## src/rtl/fifo_wrr_arbiter.sv

```systemverilog
// Burst-limited round-robin merge of several FWFT source FIFOs into one output FIFO.
// Each grant drains up to BURST_MAX words, and one bubble cycle follows every grant switch.
module fifo_wrr_arbiter #(
    parameter int N_SRC     = 3,
    parameter int DATA_W    = 32,
    parameter int BURST_MAX = 16,
    parameter int CNT_W     = 16
) (
    input  logic                      BUS_CLK,
    input  logic                      BUS_RST,
    input  logic [N_SRC-1:0]          SRC_EN,
    input  logic [N_SRC-1:0]          SRC_EMPTY,
    input  logic [N_SRC*DATA_W-1:0]   SRC_DATA,
    output logic [N_SRC-1:0]          SRC_READ,
    input  logic                      OUT_FULL,
    output logic                      OUT_WRITE,
    output logic [DATA_W-1:0]         OUT_DATA,
    output logic [$clog2(N_SRC)-1:0]  GRANT_ID,
    output logic                      BUSY,
    input  logic                      CNT_CLR,
    output logic [N_SRC*CNT_W-1:0]    WORD_CNT
);

    localparam int GW = $clog2(N_SRC);
    localparam logic [7:0] BMAX = 8'(BURST_MAX);

    typedef enum logic {IDLE, SERVE} state_t;

    state_t            state;
    logic [GW-1:0]     ptr;
    logic [GW-1:0]     pick;
    logic              found;
    logic [7:0]        burst;
    logic [N_SRC-1:0]  req;
    logic              pop;
    logic [DATA_W-1:0] gdata;
    logic [CNT_W-1:0]  cnt [N_SRC];

    assign req   = SRC_EN & ~SRC_EMPTY;
    assign gdata = SRC_DATA[GRANT_ID*DATA_W +: DATA_W];

    // Disabled or empty granted source never pops; reset masks pops too.
    assign pop = (state == SERVE) & SRC_EN[GRANT_ID] & ~SRC_EMPTY[GRANT_ID]
               & ~OUT_FULL & ~BUS_RST;

    always_comb begin
        SRC_READ           = '0;
        SRC_READ[GRANT_ID] = pop;
    end

    // First requester after the pointer, wrapping modulo N_SRC.
    always_comb begin
        pick  = ptr;
        found = 1'b0;
        for (int k = 1; k <= N_SRC; k++) begin
            if (!found && req[(int'(ptr) + k) % N_SRC]) begin
                pick  = GW'((int'(ptr) + k) % N_SRC);
                found = 1'b1;
            end
        end
    end

    always_ff @(posedge BUS_CLK) begin
        if (BUS_RST) begin
            state     <= IDLE;
            ptr       <= GW'(N_SRC - 1);
            burst     <= '0;
            GRANT_ID  <= '0;
            BUSY      <= 1'b0;
            OUT_WRITE <= 1'b0;
            OUT_DATA  <= '0;
        end else begin
            OUT_WRITE <= pop;
            if (pop) OUT_DATA <= gdata;
            unique case (state)
                IDLE: begin
                    if (found) begin
                        GRANT_ID <= pick;
                        ptr      <= pick;
                        burst    <= '0;
                        state    <= SERVE;
                        BUSY     <= 1'b1;
                    end
                end
                SERVE: begin
                    if (pop) begin
                        burst <= burst + 8'd1;
                        if (burst + 8'd1 == BMAX) begin
                            state <= IDLE;
                            BUSY  <= 1'b0;
                        end
                    end else if (!SRC_EN[GRANT_ID] || SRC_EMPTY[GRANT_ID]) begin
                        state <= IDLE;
                        BUSY  <= 1'b0;
                    end
                end
                default: state <= IDLE;
            endcase
        end
    end

    always_ff @(posedge BUS_CLK) begin
        for (int i = 0; i < N_SRC; i++) begin
            if (BUS_RST || CNT_CLR)
                cnt[i] <= '0;
            else if (SRC_READ[i] && cnt[i] != '1)
                cnt[i] <= cnt[i] + CNT_W'(1);
        end
    end

    for (genvar i = 0; i < N_SRC; i++) begin : g_cnt
        assign WORD_CNT[i*CNT_W +: CNT_W] = cnt[i];
    end

endmodule

```

## config.mk

```make
export PLATFORM = sky130hd
export DESIGN_NAME = fifo_wrr_arbiter
export DESIGN_NICKNAME = d
export VERILOG_FILES = /design/src/rtl/fifo_wrr_arbiter.sv
export SDC_FILE = /design/constraint.sdc
export NUM_CORES = 1
export LEC_CHECK = 0
export CAP_MARGIN = 25
export CORE_MARGIN = 2
export CORE_UTILIZATION = 45
export DETAILED_ROUTE_END_ITERATION = 16
export PLACE_DENSITY = 0.86
export SLEW_MARGIN = 20
export SYNTH_ARGS = -nofsm -noshare
export SYNTH_HDL_FRONTEND = slang
export SYNTH_SLANG_ARGS = --single-unit
```

## constraint.sdc

```tcl
create_clock -name BUS_CLK -period 3.55 [get_ports BUS_CLK]
set_input_delay 0.8875 -clock BUS_CLK [delete_from_list [all_inputs] [get_ports BUS_CLK]]
set_output_delay 0.8875 -clock BUS_CLK [all_outputs]
set_load 0.02 [all_outputs]
```

==> qor.yml, run 1 <==
critical_path:
  cpPeakStageDelay_ns: 0.63
  critical_path_class: "primary input to output pin"
  critPathTopFamily: "buffers and inverters"
  endpoint_kind: "output pin"
  cp-start-kind: "primary input"
  crit_path_frequent_cell: "clkdlybuf4s50_1"
  slowest_stage: "clkdlybuf4s50_1"
  cp_max_fo: 4
  cp_cell_sequence: "clkdlybuf4s50_1, and4bb_2, and2_1, clkdlybuf4s50_1"
  cp.arrival_ns: 2.59
  required_ns: 2.66
  crit_buf_inv: 2
synth:
  yosysSeqAreaShare_pct: 45.6
  synth_top_flop_cell: "edfxtp_1"
  ys_types: 49
  syn_avg_cell_area_um2: 9.14
  syn_inst: 567
  synth_edf_count: 48
  synth-seq-cells: 94
  yosysWarnings: 0
  syn-cell-area_mm2: 0.00518
  synth_area_leaders: "edfxtp_1, dfxtp_1, nor2_1, mux2i_1, a211oi_1"
  yosysTopAreaCell: "edfxtp_1"
  synth_common_cells: "nor2_1, edfxtp_1, dfxtp_1"
  syn_nets: 681
  synth_top_area_share_pct: 27.8
  synth.most_common_cell: "nor2_1"
  ys_async_sr_fraction_pct: 0
placed_design:
  place_inst: 882
  io_buffer_count: 192
  gp_congestion: 0.911
  hpwl_mm: 10.6
sta:
  fmax_ghz: 0.288
  fin_crit_sh_pct: 97.9
  slew_headroom_pct: 56.8
  hold_viol: 0
  worstMarginPinSlew_ns: 0.647
  rsz0062_at_grt: "no"
  setup_viol: 0
  fin_setup_tns_ns: 0
  skew_ns: 0.00608
  maxSlewViolCount: 0
  period_minus_slack_ns: 3.47
global_route:
  track_usage_pct: 23.2
  grt_pass1_wl_mm: 23.7
  grt_pass1_vias: 4777
  overflow: 0
  grt_max_degree: 68
  antenna_found_initial: 0
route:
  dr.pass1.iters: 4
  wl_mm: 14.2
  ant_nets: 0
  vias: 4904
  remaining_drc_errors: 0
  vias_per_cell: 5.46
  first_iter_violations: 334
  wl_per_cell_um: 15.9
cells_and_area:
  area_growth_pct: 45.0
  drive_above_1_share_pct: 4.77
  stdcell_count: 898
  diodes: 0
  num-nets-final: 864
clock_tree:
  numCtsBuffers: 9
  clk_latency_ns: 0.34
  cts_buffer_depth: 2
  cts-root-buf: "clkbuf_16"
  htree_num_levels: 3
  postCtsSetupBuffers: 0
  hold_buffers: 0
  cts_tree: "yes"
  clk_pin_slew_ns: 0.07
  cts_sinks: 94
die:
  die_h_um: 111
  die_x_um: 111
  die_area_mm2: 0.0124
  initial_core_util_pct: 45.8
  num_io_pins: 193
  core_mm2: 0.0113
  rows: 39
status:
  status: "complete, no violations"
flow_run:
  maxCapViolCount: 0
power:
  p_per_area_mw_per_mm2: 416
  p_leak_uw: 0.00254
  peakVddDrop_mv: 0.254
min_path:
  holdCritPathClass: "register to register"
area by class of cell:
cell class,count,area [um^2]
clock buffers,13,272
clock inverters,3,15.0
fillers,897,3810
inverters,18,67.6
multi-input cells,424,2610
flip-flops and latches,94,2360
well taps,143,179
repair buffers,203,2010
through the flow:
step,util [%],setup WS [ns],hold WS [ns],area (um^2),total power (uW)
2_1_floorplan,-,0.664,0.439,5180,1850
3_5_place_dp,63.8,0.0153,0.471,7220,2210
5_1_grt,66.4,0.0250,0.499,7510,3280
6_report,66.4,0.0752,0.480,7510,3120
3_3_place_gp,63.8,0.0541,0.464,7220,2180
4_1_cts,66.4,0.0830,0.481,7510,3150
power breakdown:
group          leakage, uW  total [uW]  internal (uW)  switching (uW)
clock network     0.000143         929            534             394
registers         0.000907        1290           1210            81.4
logic              0.00149         908            421             487
sequential cells by signal, indices dropped and copies added, names as in the netlist:
name       count
BUSY           1
cnt           48
OUT_WRITE      1
burst          8
state          1
OUT_DATA      32
ptr            1
GRANT_ID       2
cell usage in the layout, fill, tap and decap left out, types with 3 or more instances in the layout:
| cell type | n |
|---|---|
| clkdlybuf4s50_1 | 191 |
| nor2_1 | 121 |
| edfxtp_1 | 48 |
| dfxtp_1 | 45 |
| a21oi_1 | 42 |
| nand2_1 | 33 |
| mux2i_1 | 32 |
| a211oi_1 | 32 |
| nand3_1 | 24 |
| xor2_1 | 22 |
| xnor2_1 | 20 |
| inv_1 | 18 |
| clkbuf_16 | 10 |
| buf_4 | 10 |
| nand4_1 | 8 |
| nor3_1 | 8 |
| ha_1 | 8 |
| and3_1 | 6 |
| and2_1 | 5 |
| nand2b_1 | 5 |
| nand3b_1 | 5 |
| a31oi_1 | 5 |
| or3_1 | 4 |
| a311oi_1 | 4 |
| nor4_1 | 3 |
| and4_1 | 3 |
| nor3b_1 | 3 |
| o21ai_0 | 3 |
metal layers:
metal	share of wire [%]	vias up	GRT usage [%]	wire length, um
li1	-	2378	-	-
met5	0	-	0	0
met2	51	176	40.3	7200
met4	2.1	0	7.65	292
met1	40	2327	27.7	5630
met3	7.9	23	6.51	1120
final timing paths:
path	startpoint	endpoint	slack, ns	cells past startpoint
max	SRC_EMPTY[1]	SRC_READ[1]	0.08	4
min	burst[7]	burst[7]	0.48	1
max reg2reg	GRANT_ID[0]	burst[7]	0.82	9
min reg2reg	burst[7]	burst[7]	0.48	1
repair_timing:
| item | CTS | global route |
|---|---|---|
| endpoints found under the setup margin | 1 | 0 |
| endpoints found under the hold margin | 0 | 0 |
| gates resized for setup | 1 | 0 |
cells by family after synthesis:
kind of cell             count (synthesis)  synth area share (%)
AO/OA/AOI/OAI                           98                  12.3
XOR/XNOR                                42                  7.10
adder cells (fa/ha/maj)                  8                  1.93
buffers and inverters                   49                  4.25
flip-flops                              94                  45.6
multiplexers                            33                  6.40
AND/OR/NAND/NOR                        243                  22.4
Note: power is estimated with default switching activity, not from simulation.
==> run 2: changes to the inputs <==
- GPL_TIMING_DRIVEN: not set -> 1
==> results of run 2 <==
Final layout, timing and power as in run 1 (identical DEF).
==> edit, RTL diff (flow settings as in run 1) <==
Set the parameter `CNT_W` to 32 (it was 16).
--- a/src/rtl/fifo_wrr_arbiter.sv
+++ b/src/rtl/fifo_wrr_arbiter.sv
@@ -4,7 +4,7 @@
     parameter int N_SRC     = 3,
     parameter int DATA_W    = 32,
     parameter int BURST_MAX = 16,
-    parameter int CNT_W     = 16
+    parameter int CNT_W     = 32
 ) (
     input  logic                      BUS_CLK,
     input  logic                      BUS_RST,
Interface: changed (resized WORD_CNT); port bits go from 193 to 241. The function was not compared with the original's and may differ.
==> edit against run 1 <==
Clock skew up 0.0049 ns. Power up 48%. Sequential cell count up 48. Synthesized area up 55%. Setup slack better by 0.015 ns. Largest power group unchanged. Global-route usage down 1.3 points. Sequential power up 50%. Routed wire length up 45%. Final area up 50%. Clock power up 91%.
==> edit: results (changes against run 1) <==
status: complete, no violations (unchanged)
WHS Path Cells: 2 (was 1)
Min-Delay Endpoint: BUSY (was burst[7])
met3 wire length: 1440 µm (was 1120 µm)
First-pass DRT Iterations: 5 (was 4)
Sw Ratio: 26.9% (was 30.8%)
Post-DP HPWL: 14800 µm (was 10600 µm)
PostCTS Resize Cnt: 3 (was 1)
multiplexer share of the synthesized area: 4.13% (was 6.40%)
Setup Skew: 0.0110 ns (was 0.00608 ns)
met2 Use GR: 39.2% (was 40.3%)
Fillers: 1352 (was 897)
FF-to-FF End: burst[2] (was burst[7])
Compound-Gate Fraction of Synth Area: 8.51% (was 12.3%)
EDFF count, synth: 96 (was 48)
worst skew pair latency: 0.41 ns (was 0.34 ns)
routability cong.: 0.809 (was 0.911)
Synth area leaders: edfxtp_1, dfxtp_1, nor2_1 (unchanged)
Synth Net Count: 923 (was 681)
GRT Total Usage: 21.9% (was 23.2%)
Largest regs: cnt: 96 flops, OUT_DATA: 32 flops, burst: 8 flops (was cnt: 48 flops, OUT_DATA: 32 flops, burst: 8 flops)
largest net degree at the start of global routing: 64 (was 68)
final-stage net count: 1163 (was 864)
static leakage: 3.89 nW (was 2.54 nW)
M1 wire length: 7870 µm (was 5630 µm)
WL met2: 10700 µm (was 7200 µm)
Worst path max stage delay: 0.47 ns (was 0.63 ns)
Yosys cell types: 68 (was 49)
Critical Path Source: OUT_FULL (was SRC_EMPTY[1])
min-delay src: BUSY (was burst[7])
sequential area share after synthesis: 47.4% (was 45.6%)
H-Tree Depth: 4 (was 3)
first-pass GRT wire length: 32400 µm (was 23700 µm)
Worst EP arrival: 2.57 ns (was 2.59 ns)
vias in the first global route: 6654 (was 4777)
==> edit: cells by family after synthesis <==
kind of cell	after synthesis
AND/OR/NAND/NOR	377
flip-flops	142
AO/OA/AOI/OAI	96
XOR/XNOR	90
buffers and inverters	65
multiplexers	33
adder cells (fa/ha/maj)	7
==> edit: power groups by stage <==
stage                     clock network (mW)  logic, mW  registers, mW
after floorplan                            0      0.460           2.04
after global placement                     0      0.896           1.97
after detailed placement                   0      0.916           1.97
after CTS                               1.80      0.921           1.94
after global routing                    1.87      0.986           1.95
final                                   1.77      0.913           1.94
==> edit: layout make-up <==
cell class                 count  share of cell area (%)
clock buffer                  24                    4.59
multi-input combinational    603                    34.7
clock inverter                 8                   0.677
inverter                      24                   0.799
tap                          225                    2.50
timing repair buffer         262                    23.0
sequential                   142                    33.8
==> edit: worst max path at each step <==
| stage | depth (start not counted) | slack [ns] | to |
|---|---|---|---|
| final | 5 | 0.09 | SRC_READ[1] |
| after CTS | 5 | 0.1 | SRC_READ[1] |
| after detailed placement | 5 | -0.17 | SRC_READ[1] |
| after global placement | 5 | -0.15 | SRC_READ[1] |
| after floorplan | 6 | 0.45 | cnt[1][0] |
| after global routing | 5 | 0.06 | SRC_READ[1] |
==> edit: worst max-delay path: cells and delay by family <==
family | cells | cell delay, ns
buffers and inverters | 3 | 0.89
AND/OR/NAND/NOR | 2 | 0.79
==> edit: metrics by stage <==
step,hold slack (ns),instances,instance area (µm²),power [mW],util (%)
6_report,0.472,1288,11300,4.62,64.9
5_1_grt,0.507,1288,11300,4.80,64.9
4_1_cts,0.480,1287,11300,4.66,64.9
3_5_place_dp,0.473,1255,10700,2.89,61.5
3_3_place_gp,0.462,1255,10700,2.86,61.5
2_1_floorplan,0.467,810,8030,2.50,-
